<file path="src/rtl/jamma_joy_scan.sv">
// rtl/jamma_joy_scan.sv - JAMMA multiplexed player input scanner with per-bit debounce
module jamma_joy_scan #(
  parameter int CHANNELS = 2,
  parameter int WIDTH    = 8,
  parameter int SEL_W    = 1,
  parameter int SETTLE   = 4,
  parameter int DEBOUNCE = 3
) (
  input  logic                      CLK,
  input  logic                      RESET_N,
  input  logic                      enable,
  input  logic [WIDTH-1:0]          JJOY,
  input  logic [WIDTH-1:0]          local_joy,
  output logic [SEL_W-1:0]          JSELECT,
  output logic [CHANNELS*WIDTH-1:0] joy_out,
  output logic [CHANNELS-1:0]       chan_changed,
  output logic                      frame_done
);

  typedef enum logic {ST_SETTLE, ST_SAMPLE} state_t;

  state_t              r_state, w_state_nxt;
  logic [7:0]          r_cnt, w_cnt_nxt;
  logic [SEL_W-1:0]    r_ch, w_ch_nxt;
  logic                w_sample;
  logic                w_last;
  logic [WIDTH-1:0]    r_sync1, r_sync2;
  logic [WIDTH-1:0]    r_joy  [CHANNELS];
  logic [3:0]          r_dcnt [CHANNELS][WIDTH];
  logic [WIDTH-1:0]    w_raw, w_cur, w_new;
  logic [3:0]          w_new_dcnt [WIDTH];
  logic [3:0]          w_inc;
  logic [CHANNELS-1:0] r_changed;
  logic                r_frame;

  assign w_last = (r_ch == SEL_W'(CHANNELS - 1));

  always_ff @(posedge CLK or negedge RESET_N) begin
    if (!RESET_N) begin
      r_state <= ST_SETTLE;
      r_cnt   <= '0;
      r_ch    <= '0;
    end else begin
      r_state <= w_state_nxt;
      r_cnt   <= w_cnt_nxt;
      r_ch    <= w_ch_nxt;
    end
  end

  // Dropping enable, even on the SAMPLE cycle, discards the sample and restarts settle.
  always_comb begin
    w_state_nxt = r_state;
    w_cnt_nxt   = r_cnt;
    w_ch_nxt    = r_ch;
    w_sample    = 1'b0;
    if (!enable) begin
      w_state_nxt = ST_SETTLE;
      w_cnt_nxt   = '0;
    end else begin
      case (r_state)
        ST_SETTLE: begin
          w_cnt_nxt = r_cnt + 8'd1;
          if (r_cnt == 8'(SETTLE - 1)) w_state_nxt = ST_SAMPLE;
        end
        ST_SAMPLE: begin
          w_sample    = 1'b1;
          w_cnt_nxt   = '0;
          w_state_nxt = ST_SETTLE;
          w_ch_nxt    = w_last ? '0 : r_ch + 1'b1;
        end
        default: w_state_nxt = ST_SETTLE;
      endcase
    end
  end

  always_ff @(posedge CLK or negedge RESET_N) begin
    if (!RESET_N) begin
      r_sync1 <= '1;
      r_sync2 <= '1;
    end else begin
      r_sync1 <= JJOY;
      r_sync2 <= r_sync1;
    end
  end

  always_comb begin
    w_raw = r_sync2 & ((r_ch == '0) ? local_joy : '1);
    w_cur = r_joy[r_ch];
    w_new = w_cur;
    w_inc = '0;
    for (int b = 0; b < WIDTH; b++) begin
      w_new_dcnt[b] = '0;
      if (w_raw[b] != w_cur[b]) begin
        w_inc = r_dcnt[r_ch][b] + 4'd1;
        if (w_inc == 4'(DEBOUNCE)) begin
          w_new[b] = w_raw[b];
        end else begin
          w_new_dcnt[b] = w_inc;
        end
      end
    end
  end

  always_ff @(posedge CLK or negedge RESET_N) begin
    if (!RESET_N) begin
      for (int c = 0; c < CHANNELS; c++) begin
        r_joy[c] <= '1;
        for (int b = 0; b < WIDTH; b++) r_dcnt[c][b] <= '0;
      end
      r_changed <= '0;
      r_frame   <= 1'b0;
    end else begin
      r_changed <= '0;
      r_frame   <= 1'b0;
      if (w_sample) begin
        r_joy[r_ch] <= w_new;
        for (int b = 0; b < WIDTH; b++) r_dcnt[r_ch][b] <= w_new_dcnt[b];
        r_changed[r_ch] <= (w_new != w_cur);
        r_frame         <= w_last;
      end
    end
  end

  generate
    for (genvar c = 0; c < CHANNELS; c++) begin : g_out
      assign joy_out[c*WIDTH +: WIDTH] = r_joy[c];
    end
  endgenerate

  assign JSELECT      = r_ch;
  assign chan_changed = r_changed;
  assign frame_done   = r_frame;

endmodule
</file>
<file path="config.mk">
export PLATFORM = sky130hd
export DESIGN_NAME = jamma_joy_scan
export DESIGN_NICKNAME = d
export VERILOG_FILES = /design/src/rtl/jamma_joy_scan.sv
export SDC_FILE = /design/constraint.sdc
export NUM_CORES = 1
export LEC_CHECK = 0
export ABC_AREA = 1
export CORE_UTILIZATION = 34
export CTS_CLUSTER_SIZE = 24
export DETAILED_ROUTE_END_ITERATION = 10
export SLEW_MARGIN = 15
export SYNTH_ARGS = -nofsm -noshare
export SYNTH_HDL_FRONTEND = slang
export SYNTH_SLANG_ARGS = --single-unit
</file>
<file path="constraint.sdc">
create_clock -name CLK -period 1.87 [get_ports CLK]
set_input_delay 0.2805 -clock CLK [delete_from_list [all_inputs] [get_ports CLK]]
set_output_delay 0.2805 -clock CLK [all_outputs]
set_load 0.01 [all_outputs]
</file>
==> results of run 1 <==
## power by group through the flow
stage	sequential, W	combinational (W)	clock [W]
2_1_floorplan	0.00281	0.00177	0
3_3_place_gp	0.00283	0.00263	0
3_5_place_dp	0.00283	0.00266	0
4_1_cts	0.00280	0.00282	0.00180
5_1_grt	0.00284	0.00364	0.00189
6_report	0.00281	0.00328	0.00175
## final cells by class
class	instances	share of cell area
flip-flops and latches	109	0.385
multi-input cells	510	0.384
repair buffers	90	0.126
well taps	216	0.0376
clock buffers	14	0.0353
inverters	58	0.0303
clock inverters	2	0.00139
## worst register-to-register path, stage by stage, from the launching register on
cell and delay [ns]:
dfrtp_2 0.49, inv_2 0.09, buf_6 0.15, buf_4 0.13
nand2_1 0.04, nand2_1 0.08, xnor2_1 0.37, nand3_2 0.15
nand2_2 0.13, nor2_4 0.06, a21oi_1 0.14
## layer usage
metal	up-vias	GRT usage
li1	2379	-
met1	2162	0.208
met2	51	0.264
met3	10	0.0271
met4	0	0.0629
met5	-	0
## flip-flops by register name, summed over array words and instances (netlist names)
signal        cells
JSELECT           1
chan_changed      2
frame_done        1
joy_out          16
r_cnt             8
r_dcnt           64
r_state           1
r_sync1           8
r_sync2           8
## cells in the final DEF, fill, tap and decap left out, types with 8 or more instances in the layout
master           instances
o21ai_0                 25
o21ai_1                 22
ha_1                    11
buf_4                   40
nand2_2                 32
dfrtp_1                 76
clkbuf_16               10
nand2_1                269
clkdlybuf4s50_1         36
dfstp_2                 32
nor2_2                  17
o21ai_2                 10
nand3_1                 34
o211ai_1                 8
nand4_1                  8
and2_1                   8
nor2_1                  11
nand3_2                  9
inv_1                   56
## logic make-up after synthesis
logic type / Yosys count / synth area share
AOI/OAI and AO/OA: 79 / 0.0818
adders and majority gates: 17 / 0.0381
buffers and inverters: 84 / 0.0693
and+or+nand+nor: 405 / 0.301
xor gates and xnor gates: 9 / 0.0141
DFF: 109 / 0.496
## timing repair
action | 4_1_cts | 5_1_grt
setup buffers | 1 | 6
endpoints found under the setup margin | 15 | 56
gates cloned | 1 | 1
hold buffers | 1 | 0
pin swaps | 0 | 16
gates resized for setup | 13 | 93
endpoints found under the hold margin | 15 | 0
## metrics by stage
step | utilization | std cells
2_1_floorplan | - | 703
3_3_place_gp | 0.405 | 973
3_5_place_dp | 0.405 | 973
4_1_cts | 0.426 | 992
5_1_grt | 0.451 | 999
6_report | 0.451 | 999
## worst min path at each step
| stage | to | slack, ns | depth (start not counted) |
|---|---|---|---|
| after CTS | r_sync1[6] | 0.32 | 1 |
| after detailed placement | r_dcnt[16] | 0.22 | 1 |
| after global placement | r_dcnt[16] | 0.22 | 1 |
| after floorplan | JSELECT | -0.02 | 0 |
| after global routing | r_sync1[3] | 0.33 | 1 |
| final | r_sync1[0] | 0.33 | 1 |
==> summary.txt, run 1 <==
Power and ir drop
  – PwrDens: 1090 mW/mm²
  – P_leak: 3.36 nW
  – Power Total: 0.00784 W
  – Switching Share: 0.354
  – Reg power frac: 0.358
  – Clock power share: 0.223
  – Psw: 0.00277 W
  – Combinational share of power: 0.419
  – VDD IR max: 0.445 mV
  – P_int: 0.00507 W

CTS
  – CTS max path bufs: 2
  – H-Tree Depth: 3
  – Total CTS buffers: 9
  – Root buffer cell: clkbuf_16
  – Reg clk slew, reported paths: 0.07 ns
  – CTS sink cnt: 109
  – Skew-Pair Late Insertion Delay: 0.35 ns
  – CTS tree: done

Finish
  – Register area: 0.00277 mm²
  – Multi-input logic area: around 0.0028 mm²
  – Final instance area: 0.00719 mm²
  – Share of cells above drive strength 1: 0.245
  – N_diodes: 0
  – FILL cells: 1562
  – Post-layout net count: 814
  – P&R area growth vs syn: 28.9%

Critical path
  – Reg2Reg Setup Slack: -0.03 ns
  – Critical Path Slowest Stage Cell: dfrtp_2
  – CP endpoint: chan_changed[1]
  – CP endpoint kind: flop
  – Delay-heaviest family, CP: flip-flops
  – CP dominant cell by count: nand2_1
  – Worst Path Buf+Inv: 3
  – Reg2reg end: chan_changed[1]
  – Crit-path max FO: 8
  – WP data arrival: around 2.2 ns
  – Critical path startpoint: JSELECT
  – Stages on worst setup path: 10
  – Reg2reg start: JSELECT
  – Worst path cell trace: inv_2 > buf_6 > buf_4 > nand2_1 > nand2_1 > xnor2_1 > nand3_2 > nand2_2 > nor2_4 > a21oi_1
  – CP peak stage delay: 0.49 ns
  – Cell count of the worst reg-to-reg path: 10
  – CP required: about 2.2 ns
  – Startpoint types: flop
  – Setup Crit Path Kind: reg2reg

Yosys
  – Mapped Area: about 0.0056 mm²
  – Post-synth top flop: dfrtp_1
  – Yosys top cell area share: 0.345
  – Register area share after synthesis: 0.496
  – Yosys top cell by area: dfrtp_1
  – Largest cells by area after synthesis: dfrtp_1, nand2_1, dfstp_2
  – Synth cell count leaders: nand2_1, dfrtp_1, inv_1
  – Fraction of registers with async set/reset: 1.00
  – Synth Instances: 703
  – EDFF count, synth: 0
  – Top-count cell post-synth: nand2_1
  – Yosys reg bits: ~110
  – Synth cell types: 29
  – Syn_area_per_cell: slightly below 8 µm²
  – YS warnings: 0
  – Syn Nets: between 700 and 800

Placement
  – Pre-CTS setup slack: -0.0725 ns
  – Detailed placer's ending HPWL: 8280 µm
  – Gpl congestion: 0.741
  – Port bufs: 38
  – Area after DPL: 0.00645 mm²

Detailed routing
  – Aggregate routed wire length: around 13000 µm
  – 1st-iter DRT viols: 181
  – Post-route DRC: 0
  – ANT nets after route: 0
  – Uppermost layer routed: met4
  – Pre-Repair DR Iteration Count: 4
  – Met3 routed WL: 350 µm
  – Met1 WL: 6150 µm
  – WL met2: between 5000 and 6000 µm
  – DR WL/cell: ~13 µm
  – Mean number of vias per cell: roughly 4.6
  – Vias after detailed routing: 4602

STA
  – Slew margin rel.: 0.659
  – Min cycle time layout: around 1.9 ns
  – Tcrit/Tclk final: 1.02
  – Hold WS: roughly 0.33 ns
  – Setup violators final: 2
  – Hold Vio Cnt, Final: 0
  – Setup TNS: -0.0392 ns
  – Clock skew: 0.00746 ns
  – Worst-Margin Slew: 0.506 ns
  – RSZ-0062 raised after global routing: true
  – Final Max Tran Viols: 0
  – Setup WS post-layout: -0.0299 ns
  – Max frequency: 526 MHz

Global route
  – Vias in the first global route: 4378
  – Remaining Overflow, GRT: 0
  – Largest net degree at the start of global routing: 53
  – First-pass GRT wire length: 20800 µm
  – GRT Util Overall: 0.160
  – Initial antenna violation count: 0

Die
  – Row cnt: 46
  – Die width: about 130 µm
  – Die H: between 100 and 150 µm
  – DIE AREA: 0.0169 mm²
  – Starting density of the core: 0.350
  – IO Pins: 39
  – Core area: 0.0159 mm²

Outcome
  – Failing checks: setup timing
  – Status: finished with violations

Flow run
  – # Max-Cap Violations: 0

Worst hold path
  – Hold WC Path Type: in2reg
  – Min-delay src: JJOY[0]
No activity file was read; power rests on OpenSTA's default activity.
==> inputs of run 2 (changes only) <==
- CORE_UTILIZATION: 34 -> 53
- CTS_CLUSTER_SIZE: 24 -> 14
- PLACE_DENSITY: default -> 0.76
==> summary.txt, run 2 (synthesis gave the netlist of run 1 again) <==
Outcome
  – Status: finished with violations
  – Failing checks: setup timing

Detailed routing
  – ANT nets after route: 0
  – Aggregate routed wire length: approximately 13000 µm
  – DR WL/cell: 14.0 µm
  – 1st-iter DRT viols: approximately 290
  – Vias after detailed routing: 4874
  – Post-route DRC: 0
  – Mean number of vias per cell: 5.29
  – Pre-Repair DR Iteration Count: 7

Critical path
  – Crit-path max FO: 17
  – CP required: 2.18 ns
  – CP peak stage delay: 0.46 ns
  – CP endpoint kind: flop
  – CP dominant cell by count: nand2_1
  – WP data arrival: roughly 2.2 ns
  – Critical Path Slowest Stage Cell: dfrtp_2
  – Worst path cell trace: buf_8 > buf_4 > o21ai_2 > ha_2 > inv_1 > nand2_1 > nand2_1 > nor2_2 > nand3_1 > nand2_1 > nor2_1 > a21oi_1
  – Setup Crit Path Kind: reg2reg
  – Startpoint types: flop

Finish
  – Max reg flops: 64
  – N_diodes: 0
  – Largest register by flop count: r_dcnt
  – FILL cells: 817
  – P&R area growth vs syn: 23.5%
  – Most frequent cells in the layout: nand2_1, dfrtp_1, inv_1, buf_4, nand3_1
  – Share of cells above drive strength 1: 0.228
  – Most common cell after layout, fill and taps aside: nand2_1
  – Post-layout net count: 817
  – Final instance area: around 0.007 mm²

Worst hold path
  – Hold WC Path Type: in2reg

Power and ir drop
  – VDD IR max: 0.579 mV
  – P_leak: between 3 and 4 nW
  – PwrDens: 1080 mW/mm²

Global route
  – Vias in the first global route: roughly 4.8k
  – GRT Util Overall: 0.248
  – Initial antenna violation count: 0
  – Largest net degree at the start of global routing: 42
  – First-pass GRT wire length: 21600 µm
  – Remaining Overflow, GRT: 0

STA
  – Max frequency: ~530 MHz
  – Final Max Tran Viols: 0
  – Slew margin rel.: 0.717
  – Setup violators final: 8
  – RSZ-0062 raised after global routing: true
  – Min cycle time layout: 1.89 ns
  – Setup WS post-layout: -0.0246 ns
  – Hold WS: 0.293 ns
  – Tcrit/Tclk final: 1.01
  – Clock skew: 0.0126 ns
  – Worst-Margin Slew: 0.424 ns
  – Hold Vio Cnt, Final: 0

CTS
  – Root buffer cell: clkbuf_8
  – CTS sink cnt: around 110
  – H-Tree Depth: 3
  – CTS max path bufs: 2
  – Total CTS buffers: 9
  – Reg clk slew, reported paths: approximately 0.10 ns
  – CTS tree: done
  – Skew-Pair Late Insertion Delay: 0.38 ns

Die
  – Starting density of the core: 0.543
  – DIE AREA: 0.0109 mm²
  – Die width: 105 µm
  – Row cnt: 37
  – IO Pins: 39
  – Core area: 0.0103 mm²
  – Die H: between 100 and 150 µm

Placement
  – Gpl congestion: 0.877
  – Port bufs: 38
  – Area after DPL: 0.00637 mm²
  – Detailed placer's ending HPWL: 8450 µm

Flow run
  – # Max-Cap Violations: 0
==> run 2: changes by cell type in the layout (fill, tap and decap cells not counted), moves of 3 or more <==
cell and delta:
nand3_2 -7, nand2_1 +10, clkbuf_16 -10, nand2_2 -9, buf_4 +4, o21ai_2 +3
clkbuf_8 +8, o21ai_0 +3, o21ai_1 -4, nor2_2 +4, nand3_1 +7, clkbuf_1 -4
nor2_4 -4
==> run 2: worst paths after layout <==
path / start / end / slack [ns] / cells past startpoint
max: JSELECT / chan_changed[0] / -0.02 / 12
min in group asynchronous: RESET_N / r_cnt[0] / 0.38 / 2
min reg2reg: r_sync1[2] / r_sync2[2] / 0.35 / 0
max reg2reg: JSELECT / chan_changed[0] / -0.02 / 12
max in group asynchronous: RESET_N / r_sync2[6] / 0.86 / 3
min: JJOY[5] / r_sync1[5] / 0.29 / 1
==> run 2: what timing repair did <==
| item | in CTS | in global routing |
|---|---|---|
| cloned | 1 | 0 |
| buffers inserted | 4 | 5 |
| hold endpoints to repair | 12 | 0 |
| resized for setup | 18 | 57 |
| pin swaps | 3 | 8 |
| endpoints found under the setup margin | 9 | 58 |
| hold buffers | 1 | 0 |
==> run 2: where the power goes <==
group / internal [W] / total, W / leakage (nW) / switching (W)
Sequential: 0.00266 / 0.00280 / 1.37 / 0.000134
Clock: 0.000613 / 0.00142 / 0.0968 / 0.000811
Combinational: 0.00141 / 0.00322 / 1.84 / 0.00181
Total: 0.00469 / 0.00744 / 3.30 / 0.00275
==> run 2: final cells by class <==
type	count	area, µm²	share of cell area
clock buffer	9	124	0.0180
multi-input combinational	510	2630	0.382
tap	136	170	0.0247
inverter	58	218	0.0316
clock inverter	7	65.1	0.00944
timing repair buffer	93	915	0.133
sequential	109	2770	0.402
==> run 2: metrics by stage <==
stage	TNS, ns	utilization	setup slack [ns]	cells	power [W]
3_5_place_dp	-0.409	0.620	-0.111	895	0.00548
4_1_cts	-0.106	0.651	-0.0278	917	0.00713
3_3_place_gp	-0.0418	0.620	-0.0210	895	0.00536
2_1_floorplan	0	-	0.0485	703	0.00458
6_report	-0.0877	0.671	-0.0246	922	0.00744
5_1_grt	-2.42	0.671	-0.146	922	0.00791
==> run 2: metal layers <==
layer  share of wire  global-route usage  vias up
li1                -                   -     2379
met1            0.44               0.316     2346
met2            0.49               0.418      121
met3           0.047              0.0480       28
met4           0.026              0.0996        0
met5               0                   0        -
==> run 2: critical path, delay by kind of cell, from the launching register on <==
family	cells	cell delay [ns]
compound gates	2	0.31
fa+ha+maj	1	0.20
buf+inv	3	0.35
flops	1	0.46
simple gates	6	0.49
==> inputs of run 3 (changes only) <==
- CTS_CLUSTER_DIAMETER: default -> 30
==> results of run 3 <==
The final DEF is identical to that of run 2; final timing and power are the same.
